[config.mk]
export PLATFORM = sky130hd
export DESIGN_NAME = hdlc_chk_satcnt
export DESIGN_NICKNAME = d
export VERILOG_FILES = /design/src/rtl/hdlc_chk_satcnt.sv
export SDC_FILE = /design/constraint.sdc
export NUM_CORES = 1
export LEC_CHECK = 0
export CAP_MARGIN = 15
export CORE_MARGIN = 3
export CORE_UTILIZATION = 35
export CTS_BUF_LIST = sky130_fd_sc_hd__clkbuf_4 sky130_fd_sc_hd__clkbuf_8 sky130_fd_sc_hd__clkbuf_16
export CTS_CLUSTER_DIAMETER = 40
export CTS_CLUSTER_SIZE = 28
export DETAILED_ROUTE_END_ITERATION = 8
export PLACE_DENSITY = 0.67
export SLEW_MARGIN = 40
export SYNTH_ARGS = -nofsm -noshare
export SYNTH_HDL_FRONTEND = slang
export SYNTH_SLANG_ARGS = --single-unit
export TNS_END_PERCENT = 100
[constraint.sdc]
create_clock -name Clk -period 2.8 [get_ports Clk]
set_input_delay 0.84 -clock Clk [delete_from_list [all_inputs] [get_ports Clk]]
set_output_delay 0.84 -clock Clk [all_outputs]
set_load 0.005 [all_outputs]
[src/rtl/hdlc_chk_satcnt.sv]
// Saturating accumulator: adds Inc every cycle, sticks at all-ones, Clr restarts
// the sum from zero while still taking the same-cycle increment.
module hdlc_chk_satcnt #(
    parameter int WIDTH = 16,
    parameter int INC_W = 3
) (
    input  logic             Clk,
    input  logic             Rst,
    input  logic             Clr,
    input  logic [INC_W-1:0] Inc,
    output logic [WIDTH-1:0] Count
);

    localparam int SUM_W = ((WIDTH > INC_W) ? WIDTH : INC_W) + 1;
    localparam logic [SUM_W-1:0] SAT_MAX = (SUM_W'(1) << WIDTH) - SUM_W'(1);

    function automatic logic [WIDTH-1:0] satAdd(input logic [WIDTH-1:0] base,
                                                input logic [INC_W-1:0] inc);
        logic [SUM_W-1:0] sum;
        sum = SUM_W'(base) + SUM_W'(inc);
        if (sum > SAT_MAX) begin
            return {WIDTH{1'b1}};
        end
        return sum[WIDTH-1:0];
    endfunction

    always_ff @(posedge Clk or posedge Rst) begin
        if (Rst) begin
            Count <= '0;
        end else begin
            Count <= satAdd(Clr ? {WIDTH{1'b0}} : Count, Inc);
        end
    end

endmodule

==> results.sh <==
export IMPL_status="complete, no violations"
export IMPL_postLayoutCoreUtil_pct=50.8
export IMPL_worst_pin_slew_ns=0.609
export IMPL_synth_top_area_share_pct=41.6
export IMPL_clockBufferDepth=2
export IMPL_viasPerCell=4.98
export IMPL_h_tree_depth=1
export IMPL_synthTopCellsByArea="dfrtp_1 42%, xnor2_1 4.6%, xor2_1 4.6%"
export IMPL_seq_area_frac_synth_pct=41.6
export IMPL_rsz0062_at_grt="no"
export IMPL_start_util_pct=37.8
export IMPL_die_h_um=58.4
export IMPL_cts_root_buf="clkbuf_4"
export IMPL_powerDensity_mw_per_mm2=424
export IMPL_dr_total_vias=777
export IMPL_setup_tns_ns=0
export IMPL_drt_first_iter_violations=12
export IMPL_startpoint_type="input port"
export IMPL_largest_register="Count"
export IMPL_dieArea_mm2=0.00341
export IMPL_fmax_mhz=378
export IMPL_reg_largest_list="Count x16"
export IMPL_fp_coreArea_mm2=0.00254
export IMPL_irDropWorstVdd_uv=281
export IMPL_maxCapViolCount=0
export IMPL_nets=137
export IMPL_wl_per_cell_um=13.3
export IMPL_syn_avg_cell_area_um2=10.1
export IMPL_gp_congestion=0.806
export IMPL_async_flop_share_pct=100
export IMPL_finalWirelength_um=2070
export IMPL_grt_antenna_before_repair=0
export IMPL_period_share_pct=94.5
export IMPL_synth_nets=105
export IMPL_cts_buffers_inserted=3
export IMPL_antenna_left=0
export IMPL_post_cts_buffers=0
export IMPL_rr_worst_depth=8
export IMPL_final_cell_area_mm2=0.00129
export IMPL_synth_top_cell_by_area="dfrtp_1"
export IMPL_netlist_instances=95
export IMPL_area_growth_pct=34.5
export IMPL_r2r_start="Count[0]"
export IMPL_antenna_cells=0
export IMPL_instances_no_fill=156
export IMPL_syn_area_um2=962
export IMPL_worst_hold_path_type="flop to flop"
export IMPL_grt_max_degree=17
export IMPL_largest_reg_flops=16
export IMPL_crit_fanout=7
export IMPL_io_pins=22
export IMPL_cts_tree="yes"
export IMPL_relSlewSlack_pct=59.4
export IMPL_cp_end_kind="flop"
export IMPL_place_area_mm2=0.00125
export IMPL_worstHoldPathCells=3
export IMPL_drive_gt1_share_pct=18.3
export IMPL_endpoint="Count[0]"
export IMPL_grt_overflow_total=0
export IMPL_grt_usage_pct=13.4
export IMPL_synth_ff_latch_count=16
export IMPL_synth_edf_count=0
export IMPL_period_needed_ns=2.64
export IMPL_skew_ns=0.000985
export IMPL_p_leak_nw=0.594
export IMPL_dp_cells=151
export IMPL_critPathLaunch="Inc[0]"
export IMPL_cp_required_ns=3.03
export IMPL_clk_pin_slew_ns=0.10
export IMPL_dp_hpwl_um=1520
export IMPL_ys_flop_type="dfrtp_1"
export IMPL_grt_pass1_wl_um=3570
export IMPL_grt_pass1_vias=810
export IMPL_r2r_end="Count[0]"
export IMPL_clock_latency_ns=0.28
export IMPL_finalHoldViolCount=0
export IMPL_r2r_setup_slack_ns=0.66
export IMPL_crit_type="input port to flop"
export IMPL_die_width_um=58.4
export IMPL_setup_viol=0
export IMPL_io_buffers=21
export IMPL_ys_warn_count=0
export IMPL_rows=18
export IMPL_synth_distinct_cells=35
export IMPL_critPathArrivalTime_ns=2.88
export IMPL_firstDrtPassIters=3
export IMPL_route_detailed_drc=0
export IMPL_cts_sinks=16
export IMPL_slew_violations=0
==> repair_timing <==
action | CTS | global route
hold buffers | 0 | 0
gates resized for setup | 2 | 0
endpoints found under the setup margin | 3 | 0
endpoints found under the hold margin | 0 | 0
==> metrics by stage <==
step	hold slack (ns)	total power [mW]	setup WS (ns)
6_report	0.601	0.548	0.155
5_1_grt	0.647	0.589	0.0638
4_1_cts	0.612	0.555	0.160
3_5_place_dp	0.592	0.399	-0.356
3_3_place_gp	0.585	0.398	-0.283
2_1_floorplan	0.575	0.327	0.0913
==> critical path, stage by stage <==
cell and delay, ns:
clkdlybuf4s50_1 0.46, ha_1 0.16, inv_1 0.06, fa_1 0.37, and2b_1 0.26, o211ai_4 0.10, or3b_4 0.46, or2b_1 0.17
==> per-layer routing <==
| metal | share of wire [%] | track usage [%] |
|---|---|---|
| met1 | 47 | 17.6 |
| met2 | 48 | 21.4 |
| met3 | 4.4 | 3.73 |
| met4 | 0.63 | 3.97 |
| met5 | 0 | 0 |
==> cells in the final DEF (no fill, tap or decap), types with 3 or more instances in the layout <==
cell type / Yosys / layout
xor2_1: 5 / 5
o21ai_0: 5 / 5
xnor2_1: 5 / 5
clkdlybuf4s50_1: 0 / 20
nand2_1: 10 / 10
nor2b_1: 6 / 6
ha_1: 3 / 3
o21ai_2: 4 / 4
clkbuf_4: 0 / 3
dfrtp_1: 16 / 16
nand3_1: 5 / 5
and3_1: 3 / 3
buf_4: 1 / 8
inv_1: 6 / 6
==> how the worst min path moves through the flow <==
| stage | endpoint | start | slack (ns) |
|---|---|---|---|
| 2_1_floorplan | Count[14] | Count[14] | 0.57 |
| 3_3_place_gp | Count[14] | Count[14] | 0.59 |
| 3_5_place_dp | Count[14] | Count[14] | 0.59 |
| 4_1_cts | Count[14] | Count[14] | 0.61 |
| 5_1_grt | Count[14] | Count[14] | 0.65 |
| 6_report | Count[14] | Count[14] | 0.60 |
==> cell usage after synthesis, types with 2 or more instances <==
| library cell | instances |
|---|---|
| xor2_1 | 5 |
| o21ai_0 | 5 |
| dfrtp_1 | 16 |
| ha_1 | 3 |
| or2b_1 | 2 |
| nand3_1 | 5 |
| o21ai_2 | 4 |
| a21oi_1 | 2 |
| and3_1 | 3 |
| nand2_1 | 10 |
| xnor2_1 | 5 |
| nor2b_1 | 6 |
| inv_1 | 6 |
| nor3_1 | 2 |
==> where the power goes <==
part           internal, mW  total [mW]  switching [mW]
Clock                0.0791       0.154          0.0747
Combinational        0.0741       0.132          0.0575
Sequential            0.249       0.263          0.0139
Total                 0.402       0.548           0.146
==> final cells by class <==
cell class / count / area, µm²
repair buffers: 29 / 269
clock buffers: 4 / 36.3
well taps: 30 / 37.5
inverters: 6 / 22.5
flip-flops and latches: 16 / 400
fillers: 249 / 1250
multi-input cells: 71 / 528
==> kinds of logic (layout without fill, tap and decap cells) <==
| kind of cell | Yosys count | in the layout | share of synthesized area [%] |
|---|---|---|---|
| and+or+nand+nor | 40 | 41 | 26.1 |
| AOI/OAI and AO/OA | 16 | 16 | 12.5 |
| DFF | 16 | 16 | 41.6 |
| xor gates and xnor gates | 10 | 10 | 9.10 |
| buffers and inverters | 9 | 39 | 4.68 |
| adders and majority gates | 4 | 4 | 5.98 |
Power figures use the tool's default switching activity.
